`src/rtl/timekeeper_7seg_if.sv`:
```
// Control and display bundle for the 7-segment timekeeper.
// master = panel/controller side, slave = the timekeeper.
interface timekeeper_7seg_if;
  logic       mode_12h;
  logic       show_sec;
  logic       set_en;
  logic       inc_min;
  logic       inc_hr;
  logic [6:0] segments;
  logic [3:0] anodes;
  logic       dp;
  logic       pm;

  modport master (
    output mode_12h, show_sec, set_en,
    output inc_min, inc_hr,
    input  segments, anodes, dp, pm
  );

  modport slave (
    input  mode_12h, show_sec, set_en,
    input  inc_min, inc_hr,
    output segments, anodes, dp, pm
  );
endinterface

```
`src/rtl/timekeeper_7seg.sv`:
```
// hh:mm:ss timekeeper with set mode and a
// 4-digit multiplexed active-low 7-segment display.
module timekeeper_7seg #(
  parameter longint unsigned TICK_DIV  = 100_000_000,
  parameter int              SCAN_BITS = 18
) (
  input  logic             clk,
  input  logic             reset,
  timekeeper_7seg_if.slave tk
);
  localparam int PW =
    (TICK_DIV > 2) ? $clog2(TICK_DIV) : 1;
  localparam logic [PW-1:0] P_LAST =
    PW'(TICK_DIV - 1);
  localparam logic [PW-1:0] P_HALF =
    PW'(TICK_DIV / 2);
  localparam int SW = SCAN_BITS + 2;

  logic [PW-1:0] presc, presc_d;
  logic [SW-1:0] scan;
  logic [5:0]    secs, secs_d;
  logic [5:0]    mins, mins_d;
  logic [4:0]    hrs, hrs_d;
  logic          tick;

  logic [4:0] hr_disp;
  logic [3:0] h_t, h_u;
  logic [3:0] m_t, m_u;
  logic [3:0] s_t, s_u;
  logic [3:0] nib;
  logic [1:0] idx;
  logic       blank;

  function automatic logic [6:0] seg7(
    input logic [3:0] d
  );
    case (d)
      4'd0:    return 7'b1000000;
      4'd1:    return 7'b1111001;
      4'd2:    return 7'b0100100;
      4'd3:    return 7'b0110000;
      4'd4:    return 7'b0011001;
      4'd5:    return 7'b0010010;
      4'd6:    return 7'b0000010;
      4'd7:    return 7'b1111000;
      4'd8:    return 7'b0000000;
      4'd9:    return 7'b0010000;
      default: return 7'b1111111;
    endcase
  endfunction

  assign tick = (presc == P_LAST) && !tk.set_en;

  // Next time state: set-mode edits, or one-second
  // ripple carry sec -> min -> hour in a single edge.
  always_comb begin
    presc_d = presc + PW'(1);
    if (presc == P_LAST) presc_d = '0;
    secs_d = secs;
    mins_d = mins;
    hrs_d  = hrs;
    if (tk.set_en) begin
      presc_d = '0;
      secs_d  = '0;
      if (tk.inc_min)
        mins_d = (mins == 6'd59) ? 6'd0
                                 : mins + 6'd1;
      if (tk.inc_hr)
        hrs_d = (hrs == 5'd23) ? 5'd0
                               : hrs + 5'd1;
    end else if (tick) begin
      if (secs == 6'd59) begin
        secs_d = '0;
        if (mins == 6'd59) begin
          mins_d = '0;
          hrs_d  = (hrs == 5'd23) ? 5'd0
                                  : hrs + 5'd1;
        end else begin
          mins_d = mins + 6'd1;
        end
      end else begin
        secs_d = secs + 6'd1;
      end
    end
  end

  // Time and scan registers; reset wins over everything.
  always_ff @(posedge clk) begin
    if (reset) begin
      presc <= '0;
      scan  <= '0;
      secs  <= '0;
      mins  <= '0;
      hrs   <= '0;
    end else begin
      presc <= presc_d;
      scan  <= scan + SW'(1);
      secs  <= secs_d;
      mins  <= mins_d;
      hrs   <= hrs_d;
    end
  end

  // Map internal 0..23 hours to the displayed hour.
  always_comb begin
    hr_disp = hrs;
    if (tk.mode_12h) begin
      if (hrs == 5'd0)
        hr_disp = 5'd12;
      else if (hrs > 5'd12)
        hr_disp = hrs - 5'd12;
    end
  end

  assign h_t = 4'(hr_disp / 5'd10);
  assign h_u = 4'(hr_disp % 5'd10);
  assign m_t = 4'(mins / 6'd10);
  assign m_u = 4'(mins % 6'd10);
  assign s_t = 4'(secs / 6'd10);
  assign s_u = 4'(secs % 6'd10);

  assign idx = scan[SW-1:SW-2];

  // Select the BCD nibble for the digit being scanned.
  always_comb begin
    nib   = 4'd0;
    blank = 1'b0;
    unique case (idx)
      2'd3: begin
        if (tk.show_sec) begin
          nib = m_t;
        end else begin
          nib   = h_t;
          blank = tk.mode_12h && (h_t == 4'd0);
        end
      end
      2'd2: nib = tk.show_sec ? m_u : h_u;
      2'd1: nib = tk.show_sec ? s_t : m_t;
      2'd0: nib = tk.show_sec ? s_u : m_u;
    endcase
  end

  assign tk.segments = blank ? 7'b1111111
                             : seg7(nib);
  assign tk.anodes   = ~(4'b0001 << idx);
  assign tk.dp       = !((idx == 2'd2) &&
                         (tk.set_en ||
                          presc < P_HALF));
  assign tk.pm       = tk.mode_12h &&
                       (hrs >= 5'd12);
endmodule

```
`src/flat_wrapper.sv`:
```
// flat-port wrapper written by rule: the top's interface ports become plain ports
module timekeeper_7seg_flat 
#(
  parameter longint unsigned TICK_DIV  = 100_000_000,
  parameter int              SCAN_BITS = 18
)
  (clk, reset, tk_mode_12h, tk_show_sec, tk_set_en, tk_inc_min, tk_inc_hr, tk_segments, tk_anodes, tk_dp, tk_pm);
  timekeeper_7seg_if tk_i ();
  input  logic clk;
  input  logic reset;
  input wire logic [$bits(tk_i.mode_12h)-1:0] tk_mode_12h;
  input wire logic [$bits(tk_i.show_sec)-1:0] tk_show_sec;
  input wire logic [$bits(tk_i.set_en)-1:0] tk_set_en;
  input wire logic [$bits(tk_i.inc_min)-1:0] tk_inc_min;
  input wire logic [$bits(tk_i.inc_hr)-1:0] tk_inc_hr;
  output wire logic [$bits(tk_i.segments)-1:0] tk_segments;
  output wire logic [$bits(tk_i.anodes)-1:0] tk_anodes;
  output wire logic [$bits(tk_i.dp)-1:0] tk_dp;
  output wire logic [$bits(tk_i.pm)-1:0] tk_pm;
  assign tk_i.mode_12h = tk_mode_12h;
  assign tk_i.show_sec = tk_show_sec;
  assign tk_i.set_en = tk_set_en;
  assign tk_i.inc_min = tk_inc_min;
  assign tk_i.inc_hr = tk_inc_hr;
  assign tk_segments = tk_i.segments;
  assign tk_anodes = tk_i.anodes;
  assign tk_dp = tk_i.dp;
  assign tk_pm = tk_i.pm;
  timekeeper_7seg #(.TICK_DIV(TICK_DIV), .SCAN_BITS(SCAN_BITS)) u_core (.clk(clk), .reset(reset), .tk(tk_i));
endmodule
```
`config.mk`:
```
export PLATFORM = sky130hd
export DESIGN_NAME = timekeeper_7seg_flat
export DESIGN_NICKNAME = d
export VERILOG_FILES = /design/src/rtl/timekeeper_7seg_if.sv /design/src/rtl/timekeeper_7seg.sv /design/src/flat_wrapper.sv
export SDC_FILE = /design/constraint.sdc
export NUM_CORES = 1
export LEC_CHECK = 0
export BUFFER_PORTS_ARGS = -buffer_cell sky130_fd_sc_hd__buf_2
export CAP_MARGIN = 30
export CORE_MARGIN = 5
export CORE_UTILIZATION = 50
export DETAILED_ROUTE_END_ITERATION = 10
export HOLD_SLACK_MARGIN = 0.06
export PLACE_DENSITY = 0.67
export SLEW_MARGIN = 20
export SYNTH_ARGS = -nofsm -noshare
export SYNTH_HDL_FRONTEND = slang
export SYNTH_SLANG_ARGS = --single-unit
```
`constraint.sdc`:
```
create_clock -name clk -period 9.6 [get_ports clk]
set_input_delay 1.44 -clock clk [delete_from_list [all_inputs] [get_ports clk]]
set_output_delay 1.44 -clock clk [all_outputs]
set_load 0.02 [all_outputs]
```
# After elaboration in Yosys (flattened, before gate mapping)
# Memory sizes are Yosys's and may differ from the RTL's.
# Index checks and enable logic that the tools add are counted.
totals:
  reg_bits: 64
  latch_bits: 0
  ramBits: 0
  mem_bits_ro: 112
  in_bits: 7
  out_inout_bits: 13
  word_cells: 72
  memories: 1
mem_list:
  columns: ["name", "words", "word_bits", "rd", "rd_ports_with_merged_regs", "write_ports", "line", "source"]
  rows:
  - ["(name not given)", 16, 7, 1, 0, 0, "timekeeper_7seg.sv:37", "case (d)"]
op_classes:
  n_addsub: 6
  mul: 0
  div_mod_pow: 6
  order_cmp: 3
  eq_ne: 9
  shifts: 1
  muxes: 23
  bitwise: 1
  reduce_logical: 17
ops:
  columns: ["cell", "n"]
  rows:
  - ["$mux W5", 9]
  - ["$mux W6", 6]
  - ["$add A27 B1 Y27 const B", 1]
  - ["$eq A27 B27 Y1 const B", 1]
  - ["$lt A27 B26 Y1 const B", 1]
  - ["$add A20 B1 Y20 const B", 1]
  - ["$mux W4", 4]
  - ["$pmux W4 S4", 1]
  - ["$add A6 B1 Y6 const B", 2]
  - ["$div A6 B4 Y6 const B", 2]
  - ["$eq A6 B6 Y1 const B", 2]
  - ["$mod A6 B4 Y6 const B", 2]
  - ["$mux W7", 1]
  - ["$reduce_bool A2 Y1", 3]
  - ["$add A5 B1 Y5 const B", 1]
  - ["$div A5 B4 Y5 const B", 1]
  - ["$eq A5 B5 Y1 const B", 1]
  - ["$ge A5 B4 Y1 const B", 1]
  - ["$gt A5 B4 Y1 const B", 1]
  - ["$logic_not A5 Y1", 1]
  - ["$mod A5 B4 Y5 const B", 1]
  - ["$sub A5 B4 Y5 const B", 1]
  - ["$eq A2 B2 Y1 const B", 2]
  - ["$logic_and A1 B1 Y1", 4]
  - ["13 further kinds", 16]

# Longest topological paths before layout
# Gate-level depths: netlist of run 1.
logic_depth:
  depth_word: 10
  ltp_mapped: 20
  mapped_depth_nobuf: 19

# Worst setup path before layout of run 1
# OpenSTA, ideal clock, no wires.
synth_path:
  path_type: "input port to output port"
  from: "input tk_mode_12h"
  to: "output tk_segments[4]"
  arrival_ps: 5520
  required_time_ps: 8160
  setup_slack_ps: 2640
  stages: 19
  n_path_buf: 2
  path_cell_list: "buf_2 > and3b_1 > a311oi_1 > nor2_1 > ha_1 > o31a_1 > xnor2_1 > ha_1 > a31o_2 > a211oi_1 > a2bb2o_1 > clkbuf_1 > o31a_1 > o21ai_0 > inv_1 > ha_1 > inv_1 > a21oi_1 > o311ai_0"
synth_between:
  elab_chain_len: 7
  word_cells_on_any_way: 12
  classes_between: "div: 2; mux: 7; reduce/logical: 2; memory: 1"
synth_rtl:
  columns: ["item", "line", "source"]
  rows:
  - ["start, declared", "flat_wrapper.sv:11", "input wire logic [$bits(tk_i.mode_12h)-1:0] tk_mode_12h;"]
  - ["parallel branches: the longest is 6 deep, another holds $mem_v2 Z16 W7", null, null]
  - ["$mux W7 (*)", "timekeeper_7seg.sv:143", "assign tk.segments = blank ? 7'b1111111"]
  - ["end, declared", "flat_wrapper.sv:16", "output wire logic [$bits(tk_i.segments)-1:0] tk_segments;"]
# Every way passes the cells marked *.

# Final worst setup path of run 1
# Same ends and word-level chain as after synthesis.

==> reports/qor.yml, run 1 <==
final_layout:
  area.growth.synth_to_final_pct: 7.50
  final_layout_size_suffix_gt1_share_pct: 10.1
  most-common-layout-cells: "75 x sky130_fd_sc_hd__nor2_1, 64 x sky130_fd_sc_hd__dfxtp_1, 36 x sky130_fd_sc_hd__nand2_1"
  final_design_area_no_fill_um2: 4570
  post_layout_nonfiller_instances: 647
  antenna-diode-count: 0
  layout.filler_cells: 787
  layout.nets: 568
  final_core_utilization_pct: 55.3
  final_common_cell: "sky130_fd_sc_hd__nor2_1"
placement:
  place_inst: 630
  place.port_buffers: 19
  detailed_place.area_um2: 4380
  place_congestion: 0.906
  dp.final_hpwl_um: 6270
critical_path:
  worst_path_class_setup: "input pin to output pin"
  cp-end-kind: "output pin"
  cp.buffers_inverters: 4
  family_of_cells_with_the_greatest_summed_delay_on_the_critical_path: "compound AO/OA/AOI/OAI gates"
  crit_path_max_fanout: 11
  worst_path_max_delay_cell: "sky130_fd_sc_hd__a311oi_1"
  cpPeakStageDelay_ps: 420
  required_ps: 8160
  critical_path.startpoint_type: "input pin"
  crit_path_frequent_cell: "sky130_fd_sc_hd__ha_1"
  cp_cell_sequence: "buf_2, a21boi_0, a311oi_1, nor2_1, ha_1, o31a_1, xnor2_1, ha_1, a31o_2, a211oi_1, a2bb2o_1, o31a_1, o21ai_0, inv_1, ha_1, inv_1, a21oi_1, o311ai_0, buf_2"
  cp.arrival_ps: 5620
synthesis:
  proportion_of_synthesized_chip_area_in_sequential_cells_pct: 30.1
  synth.cell_area_um2: 4250
  postSynthRegisterBits: 64
  dominantRegCellSynth: "sky130_fd_sc_hd__dfxtp_1"
  syn_nets: 560
  postSynth.asyncResetShare_pct: 0
  count_of_flip_flops_with_a_built_in_enable_after_synthesis: 0
  yosys_warnings: 0
  post_synth_inst_count: 529
  synth_cell_type_count: 72
  post_synth.cell_area_avg_um2: 8.04
grt:
  track_usage_pct: 17.1
  grt_max_degree: 32
  grt_first_pass_wirelength_um: 14700
  grt_overflow_total: 0
  first_global_vias: 3448
  antenna_found_initial: 0
die:
  die_height_um: 102
  io_pins: 20
  initial_core_util_pct: 51.5
  design.core.area_um2: 8260
  floorplan.rows: 33
  fp.dieArea_um2: 10400
  die_width_um: 102
route:
  dr_wl_met3_um: 293
  dr_total_vias: 3617
  routed_wire_length_on_met2_um: 3970
  drt-vias-per-instance: 5.59
  maxUsedRoutingLayer: "met4"
  route.final.wire_length_um: 8570
  detail_route.wirelength.met1_um: 4150
  final_routed_wire_length_divided_by_cell_count_um: 13.2
  detail_route.first_pass.iterations: 4
  detail_route.iter0.violations: 186
  drc: 0
  antenna_left: 0
sta:
  final-hold-violation-count: 0
  report.final.slew_viol_count: 0
  tightestPinTransition_ps: 830
  fin_setup_tns_ps: 0
  fmax_mhz: 142
  final-setup-viol-count: 0
  min_period_over_period_pct: 73.5
  clock_skew_ps: 9.93
  min_clock_period_post_route_ps: 7060
  rsz_0062_raised_after_global_routing: "false"
  slew_headroom_pct: 44.5
clock_network:
  cts_max_path_buffers: 2
  numClockSinks: 64
  cts_max_level: 3
  cts-root-buf: "sky130_fd_sc_hd__clkbuf_8"
  clock_tree_from_tritoncts: "yes"
  post_cts_resize_count: 0
  post-cts-setup-buffers: 0
  worst_setup_hold_path_clk_slew_ps: 70
  postCtsHoldBufs: 0
  clk-insertion-delay-late_ps: 340
  cts_inserted_buffers: 9
outcome:
  outcome: "finished clean"
power_and_ir_drop:
  p_per_area_nw_per_um2: 115
  power_leakage_nw: 1.70
  power.ir.vdd_worst_mv: 0.0728
worst_hold_path:
  timing.hold.worst.class: "register to register"
run:
  drv.max_cap_violation_count: 0
-- final timing paths --
kind / to / slack, ps / start / cells after the start
hold reg to reg: u_core.scan[0] / 450 / u_core.scan[0] / 1
hold / removal: u_core.scan[0] / 450 / u_core.scan[0] / 1
setup reg to reg: u_core.mins[5] / 6310 / u_core.presc[0] / 9
setup / recovery: tk_segments[4] / 2540 / tk_mode_12h / 19
-- through the flow --
stage	hold slack (ps)	setup WS (ps)	power, mW
after floorplan	413	2640	0.308
after global placement	424	2460	0.317
after detailed placement	438	2290	0.318
after CTS	449	2300	0.532
after global routing	477	2080	0.549
final	446	2540	0.524
-- where the power goes --
group / leakage, nW / switching [mW] / total [mW] / internal (mW)
logic: 1.10 / 0.0265 / 0.0419 / 0.0153
registers: 0.517 / 0.00225 / 0.270 / 0.268
clock network: 0.0809 / 0.111 / 0.212 / 0.101
total: 1.70 / 0.140 / 0.524 / 0.384
-- state kept, by name, summed over array words and instances (netlist names) --
signal	cells
u_core.hrs	5
u_core.mins	6
u_core.presc	27
u_core.scan	20
u_core.secs	6
-- cells in the mapped netlist, types with 6 or more instances --
library cell	number	area share [%]
sky130_fd_sc_hd__nand2_1	36	3.2
sky130_fd_sc_hd__and3_1	15	2.2
sky130_fd_sc_hd__ha_1	24	7.1
sky130_fd_sc_hd__nor2b_1	12	1.8
sky130_fd_sc_hd__nand3_1	19	2.2
sky130_fd_sc_hd__a21oi_1	17	2.0
sky130_fd_sc_hd__mux2i_1	9	2.1
sky130_fd_sc_hd__nor2_1	75	6.6
sky130_fd_sc_hd__clkbuf_1	15	1.3
sky130_fd_sc_hd__nand2b_1	13	1.9
sky130_fd_sc_hd__nand4_1	12	1.8
sky130_fd_sc_hd__nor3_1	9	1.1
sky130_fd_sc_hd__o21ai_0	14	1.6
sky130_fd_sc_hd__xor2_1	26	5.4
sky130_fd_sc_hd__and2_1	6	0.88
sky130_fd_sc_hd__dfxtp_1	64	30
sky130_fd_sc_hd__inv_1	27	2.4
sky130_fd_sc_hd__xnor2_1	26	5.4
-- per-layer routing --
layer | vias to the layer above | global-route usage, %
li1 | 1879 | -
met2 | 60 | 29.0
met4 | 0 | 7.97
met1 | 1664 | 21.1
met5 | - | 0
met3 | 14 | 3.07
-- logic make-up after synthesis --
logic type,share of synthesized area (%)
buffers and inverters,4.86
adder cells (fa/ha/maj),7.06
AND/OR/NAND/NOR,29.3
flip-flops,30.1
XOR/XNOR,10.7
multiplexers,2.12
AO/OA/AOI/OAI,15.8
-- layout make-up --
class                      instances  area [um^2]  area share, %
timing repair buffer              20          100           2.19
clock inverter                     6         43.8          0.958
tap                              105          131           2.87
clock buffer                      10          138           3.01
multi-input combinational        414         2770           60.6
inverter                          28          105           2.30
sequential                        64         1280           28.0
Power figures use the tool's default switching activity.
==> inputs of run 2 (changes only) <==
--- a/config.mk
+++ b/config.mk
@@ -11,7 +11,7 @@
 export CORE_UTILIZATION = 50
 export DETAILED_ROUTE_END_ITERATION = 10
 export HOLD_SLACK_MARGIN = 0.06
-export PLACE_DENSITY = 0.67
+export PLACE_DENSITY = 0.7
 export SLEW_MARGIN = 20
 export SYNTH_ARGS = -nofsm -noshare
 export SYNTH_HDL_FRONTEND = slang
==> constraint.sdc (replaced) <==
create_clock -name clk -period 6.3 [get_ports clk]
set_input_delay 0.945 -clock clk [delete_from_list [all_inputs] [get_ports clk]]
set_output_delay 0.945 -clock clk [all_outputs]
set_load 0.02 [all_outputs]
==> run 2 against run 1 <==
  * Register-to-register slack worse by 3200 ps
  * Wire length up 0.51%
  * Critical endpoint unchanged
  * Final cell count unchanged
  * Clock skew down 5.1 ps
  * Combinational power up 55%
  * Utilization up 0.56 points
  * First-iteration DRC count down 16%
==> reports/qor.yml, run 2 (synthesis results as in run 1) <==
clock_network:
  cts-root-buf: "sky130_fd_sc_hd__clkbuf_8"
  numClockSinks: 64
  clock_tree_from_tritoncts: "yes"
  worst_setup_hold_path_clk_slew_ps: 70
  postCtsHoldBufs: 0
  post-cts-setup-buffers: 0
  cts_inserted_buffers: 9
  cts_max_level: 3
  clk-insertion-delay-late_ps: 330
  cts_max_path_buffers: 2
final_layout:
  final_design_area_no_fill_um2: 4620
  antenna-diode-count: 0
  layout.nets: 568
  most-common-layout-cells: "75 x sky130_fd_sc_hd__nor2_1, 63 x sky130_fd_sc_hd__dfxtp_1, 36 x sky130_fd_sc_hd__nand2_1"
  top_regs: "u_core.presc x27, u_core.scan x20"
  final_common_cell: "sky130_fd_sc_hd__nor2_1"
  area.growth.synth_to_final_pct: 8.59
  flip_flop_count_of_the_largest_register_all_copies_and_words_added: 27
  registers.top_by_ff_count: "u_core.presc"
  final_layout_size_suffix_gt1_share_pct: 10.3
critical_path:
  crit_path_max_fanout: 11
  required_ps: 5350
  critical_path.startpoint_type: "input pin"
  cp-end-kind: "output pin"
  cp.arrival_ps: 4930
  worst_path_class_setup: "input pin to output pin"
grt:
  grt_first_pass_wirelength_um: 14900
  grt_overflow_total: 0
  track_usage_pct: 17.3
  first_global_vias: 3324
  antenna_found_initial: 0
  grt_max_degree: 32
route:
  route.final.wire_length_um: 8610
  drt-vias-per-instance: 5.61
  drc: 0
  detail_route.iter0.violations: 157
  final_routed_wire_length_divided_by_cell_count_um: 13.3
  antenna_left: 0
  dr_total_vias: 3629
  detail_route.first_pass.iterations: 4
sta:
  tightestPinTransition_ps: 838
  timing.hold.ws_ps: 448
  slew_headroom_pct: 44.0
  report.final.slew_viol_count: 0
  final-hold-violation-count: 0
  fin_setup_tns_ps: 0
  min_period_over_period_pct: 93.3
  rsz_0062_raised_after_global_routing: "false"
  fmax_mhz: 170
  min_clock_period_post_route_ps: 5880
  clock_skew_ps: 4.78
  final-setup-viol-count: 0
die:
  design.core.area_um2: 8260
  io_pins: 20
  initial_core_util_pct: 51.5
  die_height_um: 102
  floorplan.rows: 33
  die_width_um: 102
  fp.dieArea_um2: 10400
worst_hold_path:
  timing.hold.worst.class: "register to register"
power_and_ir_drop:
  power_leakage_nw: 1.73
  p_per_area_nw_per_um2: 184
  power.ir.vdd_worst_mv: 0.118
run:
  drv.max_cap_violation_count: 0
placement:
  place.port_buffers: 19
  dp.final_hpwl_um: 6200
  place_congestion: 0.885
  detailed_place.area_um2: 4390
outcome:
  outcome: "finished clean"
run 2: final cells by class:
class,instances,area [um^2]
clock inverter,2,35.0
fill,777,3640
inverter,28,105
multi-input combinational,414,2780
sequential,64,1280
clock buffer,14,183
timing repair buffer,20,103
tap,105,131
run 2: metal layers:
metal	up-vias	wire length [um]	track usage, %
met2	59	4040	29.3
li1	1879	-	-
met5	-	0	0
met4	0	102	4.94
met3	8	293	3.75
met1	1683	4180	22.3
run 2: worst max-delay path, cell delays in order:
cell,delay [ps]
sky130_fd_sc_hd__buf_2,150
sky130_fd_sc_hd__a21boi_0,160
sky130_fd_sc_hd__a311oi_2,360
sky130_fd_sc_hd__nor2_1,140
sky130_fd_sc_hd__ha_1,240
sky130_fd_sc_hd__o31a_1,380
sky130_fd_sc_hd__xnor2_1,300
sky130_fd_sc_hd__ha_1,210
sky130_fd_sc_hd__a31o_2,110
sky130_fd_sc_hd__a211oi_1,50
sky130_fd_sc_hd__a2bb2o_1,390
sky130_fd_sc_hd__o31a_1,310
sky130_fd_sc_hd__o21ai_1,260
sky130_fd_sc_hd__inv_1,130
sky130_fd_sc_hd__ha_1,190
sky130_fd_sc_hd__inv_1,60
sky130_fd_sc_hd__a21oi_1,40
sky130_fd_sc_hd__o311ai_0,270
sky130_fd_sc_hd__buf_2,220
run 2: worst paths after layout:
check | from | to | slack (ps) | depth (start not counted)
setup / recovery | tk_mode_12h | tk_segments[4] | 420 | 19
hold / removal | u_core.scan[0] | u_core.scan[0] | 450 | 1
setup reg to reg | u_core.presc[0] | u_core.mins[5] | 3060 | 9
hold reg to reg | u_core.scan[0] | u_core.scan[0] | 450 | 1
run 2: per-stage QoR:
stage / total power, mW / instances / worst slack (ps) / util (%)
after global placement: 0.483 / 631 / 466 / 53.2
after CTS: 0.861 / 647 / 116 / 55.8
after detailed placement: 0.485 / 631 / 266 / 53.2
after floorplan: 0.470 / 529 / 330 / -
after global routing: 0.889 / 647 / 4.88 / 55.9
final: 0.851 / 647 / 422 / 55.9
run 2: repair_timing:
| action | CTS | global route |
|---|---|---|
| resized for setup | 0 | 3 |
| endpoints found under the setup margin | 0 | 7 |
| hold endpoints to repair | 0 | 0 |
run 2: where the power goes:
group / total, mW / switching (mW) / internal (mW)
Sequential: 0.412 / 0.00352 / 0.408
Clock: 0.375 / 0.149 / 0.226
Combinational: 0.0649 / 0.0412 / 0.0237
